**src/rtl/z80_idx_alu_seq.sv**
```systemverilog
// Sequencer for ADD/ADC/SUB/SBC/AND/XOR/OR/CP A,(IX/IY+d).
// It fetches d, forms the address, reads the operand, drives the ALU and commits A/F/IP.
module z80_idx_alu_seq #(
    parameter int ADDR_DELAY = 5,
    parameter int IP_STEP    = 3
) (
    input  logic        clk,
    input  logic        reset_n,
    input  logic        start,
    input  logic [7:0]  opcode,
    input  logic        iy,
    input  logic [15:0] ip_in,
    input  logic [15:0] ix_in,
    input  logic [15:0] iy_in,
    input  logic [7:0]  a_in,
    input  logic [7:0]  f_in,
    output logic        mem_rd_req,
    output logic [15:0] mem_addr,
    input  logic        mem_ack,
    input  logic [7:0]  mem_rdata,
    output logic [2:0]  alu_op,
    output logic [7:0]  alu_a,
    output logic [7:0]  alu_b,
    output logic        alu_cin,
    output logic        alu_valid,
    input  logic [7:0]  alu_result,
    input  logic [7:0]  alu_flags,
    output logic        a_we,
    output logic [7:0]  a_out,
    output logic        f_we,
    output logic [7:0]  f_out,
    output logic        ip_we,
    output logic [15:0] ip_out,
    output logic        busy,
    output logic        done
);

    localparam logic [2:0] S_IDLE    = 3'd0;
    localparam logic [2:0] S_FETCH_D = 3'd1;
    localparam logic [2:0] S_CALC    = 3'd2;
    localparam logic [2:0] S_READ_OP = 3'd3;
    localparam logic [2:0] S_EXEC    = 3'd4;
    localparam logic [2:0] S_WB      = 3'd5;

    localparam logic [3:0]  W_DELAY = 4'(ADDR_DELAY);
    localparam logic [15:0] W_STEP  = 16'(IP_STEP);
    localparam logic [2:0]  OP_CP   = 3'b111;

    logic [2:0]  r_state;
    logic [3:0]  r_cnt;
    logic [2:0]  r_alu_op;
    logic [15:0] r_base;
    logic [15:0] r_fetch_addr;
    logic [15:0] r_ip_out;
    logic [15:0] r_ea;
    logic [7:0]  r_a;
    logic        r_cin;
    logic [7:0]  r_b;
    logic [7:0]  r_res;
    logic [7:0]  r_flags;

    logic [15:0] w_disp;
    logic        w_unused;

    assign w_disp   = {{8{mem_rdata[7]}}, mem_rdata};
    assign w_unused = &{1'b0, opcode[7:6], opcode[2:0], f_in[7:1]};

    always_ff @(posedge clk or negedge reset_n) begin
        if (!reset_n) begin
            r_state      <= S_IDLE;
            r_cnt        <= 4'd0;
            r_alu_op     <= 3'd0;
            r_base       <= 16'd0;
            r_fetch_addr <= 16'd0;
            r_ip_out     <= 16'd0;
            r_ea         <= 16'd0;
            r_a          <= 8'd0;
            r_cin        <= 1'b0;
            r_b          <= 8'd0;
            r_res        <= 8'd0;
            r_flags      <= 8'd0;
        end else begin
            case (r_state)
                S_IDLE: begin
                    if (start) begin
                        r_alu_op     <= opcode[5:3];
                        r_base       <= iy ? iy_in : ix_in;
                        r_fetch_addr <= ip_in + 16'd2;
                        r_ip_out     <= ip_in + W_STEP;
                        r_a          <= a_in;
                        r_cin        <= f_in[0];
                        r_state      <= S_FETCH_D;
                    end
                end
                S_FETCH_D: begin
                    if (mem_ack) begin
                        r_ea    <= r_base + w_disp;
                        r_cnt   <= W_DELAY;
                        r_state <= S_CALC;
                    end
                end
                S_CALC: begin
                    // Exiting at 1 (not 0) gives max(ADDR_DELAY,1) cycles in CALC.
                    if (r_cnt <= 4'd1) begin
                        r_cnt   <= 4'd0;
                        r_state <= S_READ_OP;
                    end else begin
                        r_cnt <= r_cnt - 4'd1;
                    end
                end
                S_READ_OP: begin
                    if (mem_ack) begin
                        r_b     <= mem_rdata;
                        r_state <= S_EXEC;
                    end
                end
                S_EXEC: begin
                    r_res   <= alu_result;
                    r_flags <= alu_flags;
                    r_state <= S_WB;
                end
                S_WB: begin
                    r_state <= S_IDLE;
                end
                default: begin
                    r_state <= S_IDLE;
                end
            endcase
        end
    end

    // Bus outputs decode from state only, so reset drops the request at once.
    assign mem_rd_req = (r_state == S_FETCH_D) || (r_state == S_READ_OP);
    assign mem_addr   = (r_state == S_FETCH_D) ? r_fetch_addr :
                        (r_state == S_READ_OP) ? r_ea : 16'd0;

    assign alu_op    = r_alu_op;
    assign alu_a     = r_a;
    assign alu_b     = r_b;
    assign alu_cin   = r_cin;
    assign alu_valid = (r_state == S_EXEC);

    assign done   = (r_state == S_WB);
    assign f_we   = done;
    assign ip_we  = done;
    assign a_we   = done && (r_alu_op != OP_CP);
    assign a_out  = r_res;
    assign f_out  = r_flags;
    assign ip_out = r_ip_out;
    assign busy   = (r_state != S_IDLE);

endmodule

```
**config.mk**
```make
export PLATFORM = sky130hd
export DESIGN_NAME = z80_idx_alu_seq
export DESIGN_NICKNAME = d
export VERILOG_FILES = /design/src/rtl/z80_idx_alu_seq.sv
export SDC_FILE = /design/constraint.sdc
export NUM_CORES = 1
export LEC_CHECK = 0
export BUFFER_PORTS_ARGS = -buffer_cell sky130_fd_sc_hd__buf_2
export CORE_MARGIN = 3
export CORE_UTILIZATION = 52
export CTS_CLUSTER_DIAMETER = 100
export DETAILED_ROUTE_END_ITERATION = 16
export PLACE_DENSITY = 0.91
export SLEW_MARGIN = 20
export SYNTH_ARGS = -nofsm -noshare
export SYNTH_HDL_FRONTEND = slang
export SYNTH_SLANG_ARGS = --single-unit
```
**constraint.sdc**
```tcl
create_clock -name clk -period 2.6 [get_ports clk]
set_input_delay 0.52 -clock clk [delete_from_list [all_inputs] [get_ports clk]]
set_output_delay 0.52 -clock clk [all_outputs]
set_load 0.005 [all_outputs]
```
Word level (Yosys, flattened, before mapping)
Index checks and enable logic that the tools add are counted.
Storage, ports and cells
  flip-flop bits (word level): 107
  input bits: 101
  output and inout bits: 75
  word-level logic and storage cells: 48
Cells by class
  add/sub/neg operators: 4
  $lt $le $gt $ge: 1
  equality and inequality tests: 10
  mux-type cells: 11
  reduce and logical (&&, ||, !) cells: 10
Operators by type and width (number)
  two-way mux 16 bit: 3
  adder 16 x 2 -> 16 bit (second input constant): 2
  adder 16 bit: 1
  one-hot mux 3 bit (5 select lines): 1
  two-way mux 3 bit: 4
  two-way mux 4 bit: 2
  != test 2 bit (second input constant): 4
  one-hot mux 4 bit (2 select lines): 1
  AND reduction 2 bit: 4
  equality test 3 x 2 -> 1 bit (second input constant): 2
  equality test 3 bit (second input constant): 2
  <= comparator 4 x 1 -> 1 bit (second input constant): 1
  AND reduction 4 bit: 1
  subtractor 4 x 1 -> 4 bit (second input constant): 1
  equality test 3 x 1 -> 1 bit (second input constant): 1
  zero test 3 bit: 1
  != test 3 bit (second input constant): 1
  nonzero test 3 bit: 1
  nonzero test 2 bit: 1
  logical AND 1 bit: 1
  logical OR 1 bit: 1

Depth between registers and ports, before layout
Gate-level depths: netlist (run 1).
  word-level depth: 3
  mapped depth: 8
  depth with buffers taken out: 8

Worst setup path after synthesis (run 1)
No wires, ideal clock.
  path kind: input to register
  start: input port mem_rdata[0]
  end: register r_ea[10]
  library setup time: 0.126 ns
  arrival time: 2.103 ns
  required time: 2.474 ns
  slack: 0.371 ns
  stages on the path: 8
  buffers on the path: 0
  path through: ha_1 -> inv_1 -> fa_1 -> nand2b_1 -> a21oi_1 -> o211ai_1 -> mux2_2 -> a221o_1
Between the ends
  word-level cells in the longest chain between the ends: 1
RTL lines
  start, declared: RTL line 20  | input logic [7:0] mem_rdata,
  adder 16 bit: RTL line 97  | r_ea <= r_base + w_disp;
  end signal, assigned: RTL line 97
  end, declared: RTL line 55  | logic [15:0] r_ea;
No other way between the ends.
A chain may end at the register's enable or synchronous reset.

Worst setup path after layout (run 1)
  start: register r_base[0]
  end: register r_ea[12]
Between the ends
  word-level cells in the longest chain between the ends: 1
RTL lines
  start, declared: RTL line 52  | logic [15:0] r_base;
  start signal, assigned: RTL line 87  | r_base <= iy ? iy_in : ix_in;
  adder 16 bit: RTL line 97
No other way between the ends.

==> run metrics, run 1 <==
DRC viols=0; Worst EP arrival=about 2.8 ns; max-slew violation count=0; slew margin rel.=38.8%; CORE AREA=about 11000 um^2; Die Y=between 100 and 150 um; antenna violations before repair=0; distinct cell type count after synthesis=50; Hold WC Path Type=in2async; HPWL Detailed=about 10 mm; CP max FO=4; RR Endpoint=r_ea[12]$_DFFE_PN0P_; row count=37; Filler Cells Inserted=842; final non-filler cell area=6830 um^2; via count=4897; Via density=approximately 5.4; Worst EP required=2.91 ns; Post-CTS Hold Fix Bufs=0; 1st-iter DRT viols=~300; root buf cell=clkbuf_8; Primary FF master, synth=dfrtp_1; CTS tree=yes; GRT Total Usage=22.3%; storage element area=2680 um^2; Fin Hold WS=about 0.16 ns; post-layout util=approximately 65%; Setup crit end kind=flip-flop; status=completed; Leakage Power=3.41 nW; sequential element share of the synthesized area=46.9%; GRT Residual Overflow=0; overall die area=roughly 12000 um^2; n_diodes=0; CTS Sinks=107; Worst Max-Slew Pin Slew=0.919 ns; WL final=13.6 mm; final worst setup slack=~0.16 ns; pwr dens=between 1000 and 1500 nW/um^2; TritonCTS buffer count=9; Worst Skew=0.0109 ns; vias in the first global route=slightly below 5000; Mapped Cells=roughly 610; Avg WL per Cell=around 15 um; placed inst area=6650 um^2; Post-synth EDFFs=0; post-route ant nets=0; minimum clock period=2.44 ns; CTS H-tree lvls=3; Syn Nets=~730; CTS resizes=0; largest net degree at the start of global routing=about 110; Cell Area, Synth=approximately 5700 um^2; first-pass GRT wire length=approximately 23 mm; pre-CTS setup slack=-0.0345 ns; width of the die=approximately 110 um; register bit total from synthesis=between 100 and 150; Post-CTS Setup Bufs=0; Bufs on Longest Clock Path=2; maxcap violations=0; Post-synth ARST share=100%; Worst-path clk slew=around 0.11 ns; layout cells sized above 1=between 20% and 30%; drt pass-1 iters=5; syn avg cell area=around 9.4 um^2; Hold Violations, Final=0; RePlAce Congestion=approximately 0.86; Worst Path Class, Setup=reg2reg; Yosys Warn Count=0; most frequent cells in the layout=buf_2 (162), nand2_1 (125), dfrtp_1 (107); final setup fails=0; commonest non-fill, non-tap cell in the layout=buf_2; R2R setup slack=approximately 0.16 ns; area growth from synthesis to layout=19.5%; fin crit share=between 90% and 100%; reg2reg start=r_base[0]$_DFFE_PN0P_; Initial Util=54.3%; Worst VDD drop=about 0.8 mV; Final nets=880; multi-input logic area=approximately 2800 um^2; Port Buf Inserts=between 150 and 200; clk_lat worst skew=0.38 ns; RSZ-0062 raised after global routing=no; Fmax=about 410 MHz; CP Launch Type=flip-flop; worst r2r path cells=8; io pins=176
-- metrics by stage --
step / power, mW / cells / TNS [ns]
final: 7.23 / 899 / 0
after CTS: 7.27 / 899 / 0
after global routing: 7.85 / 899 / 0
after global placement: 6.14 / 883 / 0
after floorplan: 5.04 / 609 / 0
after detailed placement: 6.31 / 883 / -0.0345
-- worst max-delay path, cell delays in order (launching register included) --
cell and delay [ns]:
dfrtp_1 0.38, ha_1 0.17, inv_1 0.06, fa_1 0.40
nand2b_1 0.19, a21oi_1 0.32, o21ai_0 0.30, a2111o_1 0.48
nand3_1 0.09
-- logic make-up (layout without fill, tap and decap cells) --
| group | count (synthesis) | in the layout | synth area share, % |
|---|---|---|---|
| AO/OA/AOI/OAI | 110 | 110 | 11.0 |
| XOR/XNOR | 36 | 36 | 5.52 |
| adder cells (fa/ha/maj) | 21 | 21 | 4.73 |
| buffers and inverters | 48 | 202 | 3.70 |
| flip-flops | 107 | 107 | 46.9 |
| multiplexers | 56 | 56 | 10.3 |
| AND/OR/NAND/NOR | 231 | 231 | 17.8 |
-- power by group --
| group | internal, mW | switching (mW) |
|---|---|---|
| Sequential | 2.46 | 0.502 |
| Clock | 0.379 | 0.582 |
| Combinational | 1.48 | 1.83 |
| Total | 4.31 | 2.92 |
-- how the worst max path moves through the flow --
stage	startpoint	to	slack (ns)
2_1_floorplan	mem_rdata[0]	r_ea[10]$_DFFE_PN0P_	0.37
3_3_place_gp	mem_rdata[0]	r_ea[12]$_DFFE_PN0P_	0.10
3_5_place_dp	mem_rdata[0]	r_ea[12]$_DFFE_PN0P_	-0.03
4_1_cts	r_state[1]$_DFFE_PN0P_	mem_addr[15]	0.17
5_1_grt	r_state[1]$_DFFE_PN0P_	mem_addr[15]	0.02
6_report	r_base[0]$_DFFE_PN0P_	r_ea[12]$_DFFE_PN0P_	0.16
-- Yosys cell counts, types with 4 or more instances --
cell        n  area, um^2
nand2_1   126         473
dfrtp_1   107        2680
o21ai_0    67         335
nor2_1     40         150
mux2i_1    32         320
mux2_2     24         270
ha_1       20         250
nand3_1    20         100
a21oi_1    19        95.1
xnor2_1    18         158
xor2_1     18         158
buf_2      15        75.1
clkbuf_1   15        56.3
inv_1      12        45.0
nor3_1      9        45.0
and2_1      7        43.8
nand4_1     5        31.3
nand2b_1    4        25.0
-- layer usage --
metal / share of wire [%] / vias to the layer above / track usage [%]
met5: 0 / - / 0
met4: 1.9 / 0 / 6.65
met3: 6.3 / 22 / 4.42
met2: 48 / 187 / 37.9
met1: 43 / 2314 / 29.0
li1: - / 2374 / -
-- final cells by class --
cell class,instances,area share [%]
clock buffer,11,2.07
clock inverter,5,0.550
inverter,12,0.660
multi-input combinational,454,41.4
sequential,107,39.2
tap,136,2.49
timing repair buffer,174,13.6
-- sequential cells by signal, summed over array words and instances (netlist names), 4 cells and up --
register / flops
r_base: 16
r_cnt: 4
f_out: 8
r_ea: 16
a_out: 8
alu_a: 8
ip_out: 16
alu_b: 8
r_fetch_addr: 16
Note: power is estimated with default switching activity, not from simulation.
==> inputs of run 2 (changes only) <==
Settings changed: SETUP_SLACK_MARGIN set to 0.3.
==> run metrics, run 2 (same netlist as run 1, synthesis figures left out) <==
minimum clock period=roughly 2.2 ns; DRC viols=0; clk_lat worst skew=0.37 ns; Via density=around 5.5; GRT Total Usage=between 20% and 30%; GRT Residual Overflow=0; CTS H-tree lvls=3; Avg WL per Cell=15.0 um; Hold Violations, Final=0; final setup fails=0; slew margin rel.=39.0%; final cell count without fillers=903; Worst-path clk slew=around 0.11 ns; Leakage Power=approximately 3.4 nW; setup TNS=0 ns; Logic pwr share=between 40% and 50%; Worst EP required=roughly 2.1 ns; drt pass-1 iters=5; clock power share=approximately an eighth; overall die area=12300 um^2; RSZ-0062 raised after global routing=no; Final nets=884; most frequent cells in the layout=buf_2 (162), nand2_1 (125), dfrtp_1 (106); fin crit share=a little under nine tenths; Seq pwr share=40.3%; via count=a little under 5000; post-layout util=about two thirds; area growth from synthesis to layout=20.3%; max-slew violation count=0; pwr dens=roughly 1100 nW/um^2; final non-filler cell area=between 6000 and 7000 um^2; switching share of power=40.3%; root buf cell=clkbuf_8; Worst VDD drop=between 0.8 and 0.9 mV; worst r2r path cells=8; Filler Cells Inserted=837; antenna violations before repair=0; Fmax=about 450 MHz; TritonCTS buffer count=9; 1st-iter DRT viols=between 300 and 400; n_diodes=0; placed inst area=6650 um^2; post-route ant nets=0; maxcap violations=0; Worst Max-Slew Pin Slew=0.916 ns; layout cells sized above 1=~30%; Worst Path Class, Setup=reg2out; Worst Skew=approximately 0.011 ns; switching power=2.94 mW; Initial Util=a little over half; largest net degree at the start of global routing=~110; CTS tree=yes; Bufs on Longest Clock Path=2; row count=37; first-pass GRT wire length=roughly 23 mm; vias in the first global route=just under 5000; Fin Hold WS=0.174 ns; Hold WC Path Type=in2async; width of the die=between 100 and 150 um; CTS Sinks=~110; Post-CTS Hold Fix Bufs=0; Worst EP arrival=around 1.7 ns; Die Y=111 um; io pins=176; CP Launch Type=flip-flop; WL final=between 10 and 15 mm; CORE AREA=10500 um^2; Internal Dissipation=around 4.4 mW; HPWL Detailed=around 10 mm; DP Cell Count=883; commonest non-fill, non-tap cell in the layout=buf_2; Port Buf Inserts=163; status=completed; CP max FO=18; RePlAce Congestion=0.859; Setup crit end kind=output pin
-- run 2: per-layer routing --
layer | up-vias | share of wire (%) | global-route usage (%) | wire, um
met5 | - | 0 | 0 | 0
met4 | 0 | 1.7 | 6.65 | 234
met3 | 20 | 6.2 | 4.42 | 846
met2 | 183 | 49 | 37.9 | 6630
met1 | 2341 | 43 | 29.0 | 5860
li1 | 2379 | - | - | -
-- run 2: what timing repair did --
item,in CTS,in global routing
gates resized for setup,3,2
buffers inserted,0,4
setup endpoints to repair,16,19
-- run 2: through the flow --
step | setup slack, ns | power, mW
after floorplan | 0.371 | 5.04
after global placement | 0.102 | 6.14
after detailed placement | -0.0345 | 6.31
after CTS | 0.302 | 7.28
after global routing | 0.304 | 7.92
final | 0.382 | 7.30
-- run 2: final timing paths --
path	startpoint	to	slack (ns)
max reg2reg	r_base[0]$_DFFE_PN0P_	r_ea[10]$_DFFE_PN0P_	0.41
min reg2reg	ip_out[11]$_DFFE_PN0P_	ip_out[11]$_DFFE_PN0P_	0.48
max in group asynchronous	reset_n	r_fetch_addr[3]$_DFFE_PN0P_	1.81
max	r_state[0]$_DFFE_PN0P_	mem_addr[2]	0.38
min	reset_n	alu_b[2]$_DFFE_PN0P_	0.17
min in group clk	opcode[3]	alu_op[0]$_DFFE_PN0P_	0.34
-- run 2: cell type report --
type	count	area, um^2	share of cell area [%]
multi-input cells	454	2840	41.3
flip-flops and latches	107	2680	39.0
repair buffers	178	956	13.9
well taps	136	170	2.48
clock buffers	11	141	2.06
inverters	12	45.0	0.656
clock inverters	5	37.5	0.546
-- run 2: critical path, stage by stage, from the launching register on --
cell and delay, ns:
dfrtp_1 0.50, or2b_2 0.49, nor2_1 0.20, buf_2 0.14
-- run 2: power groups by stage --
stage | sequential [mW] | combinational, mW | clock (mW)
CTS | 2.96 | 3.34 | 0.983
global route | 3.05 | 3.81 | 1.06
finish | 2.94 | 3.39 | 0.960
global placement | 2.95 | 3.19 | 0
floorplan | 2.88 | 2.15 | 0
detailed placement | 2.99 | 3.32 | 0
==> inputs of run 3 (changes only) <==
Settings changed: BUFFER_PORTS_ARGS -buffer_cell sky130_fd_sc_hd__buf_2 to -buffer_cell sky130_fd_sc_hd__buf_4, CORE_MARGIN 3 to 1, SLEW_MARGIN 20 to 5.
==> run metrics, run 3 (same netlist as run 1, synthesis figures left out) <==
CTS tree=yes; CTS H-tree lvls=3; Initial Util=roughly 55%; switching share of power=between 30 and 40%; RePlAce Congestion=just under 0.9; n_diodes=0; Post-CTS Hold Fix Bufs=0; max-slew violation count=0; width of the die=107 um; TritonCTS buffer count=9; Via density=between 5 and 6; Port Buf Inserts=approximately 160; Seq pwr share=39.2%; pwr dens=1050 nW/um^2; CTS Sinks=approximately 110; Final nets=approximately 880; Worst EP required=2.08 ns; CP max FO=16; clock power share=about an eighth; slew margin rel.=a little under three fifths; post-route ant nets=0; Worst Max-Slew Pin Slew=between 0.6 and 0.7 ns; Setup crit end kind=output pin; final cell count without fillers=about 900; row count=37; GRT Residual Overflow=0; area growth from synthesis to layout=26.6%; 1st-iter DRT viols=between 200 and 300; WL final=around 14 mm; setup TNS=0 ns; Fin Hold WS=roughly 0.18 ns; vias in the first global route=4767; Leakage Power=~3.5 nW; Internal Dissipation=between 4 and 5 mW; first-pass GRT wire length=22.1 mm; Worst Skew=roughly 0.0079 ns; Logic pwr share=around 49%; Hold WC Path Type=in2async; Worst VDD drop=0.564 mV; final setup fails=0; RSZ-0062 raised after global routing=no; layout cells sized above 1=between 20% and 30%; DRC viols=0; most frequent cells in the layout=buf_4 (174), nand2_1 (125), dfrtp_1 (106); io pins=176; switching power=2.96 mW; drt pass-1 iters=4; Hold Violations, Final=0; GRT Total Usage=24.7%; via count=approximately 4800; Die Y=roughly 110 um; status=completed; maxcap violations=0; fin crit share=between 80% and 90%; Worst-path clk slew=~0.09 ns; commonest non-fill, non-tap cell in the layout=buf_4; Bufs on Longest Clock Path=2; largest net degree at the start of global routing=77; Fmax=~460 MHz; Worst Path Class, Setup=reg2out; Worst EP arrival=between 1.5 and 2 ns; R2R setup slack=approximately 0.44 ns; HPWL Detailed=10.7 mm; minimum clock period=between 2 and 2.5 ns; root buf cell=clkbuf_8; overall die area=about 11000 um^2; clk_lat worst skew=around 0.37 ns; antenna violations before repair=0; CP Launch Type=flip-flop; DP Cell Count=883; Avg WL per Cell=roughly 15 um; CORE AREA=10500 um^2
==> run 3: worst paths after layout <==
kind	from	end	cells after the start
worst max-delay path	r_state[1]$_DFFE_PN0P_	mem_addr[10]	4
worst min-delay path	reset_n	alu_a[6]$_DFFE_PN0P_	1
worst max register to register	r_base[0]$_DFFE_PN0P_	r_ea[10]$_DFFE_PN0P_	8
worst min register to register	alu_a[4]$_DFFE_PN0P_	alu_a[4]$_DFFE_PN0P_	2
max in group asynchronous	reset_n	alu_b[6]$_DFFE_PN0P_	2
min in group clk	a_in[0]	alu_a[0]$_DFFE_PN0P_	3
==> run 3: timing repair <==
action | 4_1_cts | 5_1_grt
resized for setup | 2 | 4
buffers inserted | 0 | 1
pin swaps | 0 | 1
endpoints found under the setup margin | 3 | 19
==> run 3: area by class of cell <==
cell class | count | area, um^2
fill | 821 | 3230
multi-input combinational | 454 | 2840
inverter | 12 | 45.0
clock buffer | 11 | 141
tap | 136 | 170
timing repair buffer | 175 | 1330
sequential | 107 | 2680
clock inverter | 4 | 26.3
==> run 3: critical path, stage by stage, from the launching register on <==
cell and delay (ns):
dfrtp_2 0.49, buf_4 0.32, mux2i_1 0.26, nor2_1 0.08
buf_4 0.14
==> run 3: power groups by stage <==
stage | Clock, mW | Combinational [mW] | Sequential [mW]
after floorplan | 0 | 2.15 | 2.88
after global placement | 0 | 3.53 | 2.95
after detailed placement | 0 | 3.67 | 3.01
after CTS | 0.955 | 3.69 | 2.97
after global routing | 1.01 | 4.10 | 3.07
final | 0.929 | 3.69 | 2.98
==> run 3: per-layer routing <==
metal / track usage (%) / vias to the layer above / routed length, um
li1: - / 2374 / -
met3: 2.80 / 27 / 656
met2: 40.9 / 143 / 6720
met1: 32.5 / 2297 / 6100
met5: 0 / - / 0
met4: 11.4 / 0 / 346
==> run 3: through the flow <==
step	total power [mW]	worst slack, ns	area [um^2]	utilization, %
CTS	7.62	0.314	7210	68.9
global route	8.18	0.308	7230	69.1
detailed placement	6.68	0.0264	7040	67.3
global placement	6.47	0.0551	7040	67.3
finish	7.60	0.422	7230	69.1
floorplan	5.04	0.371	5710	-
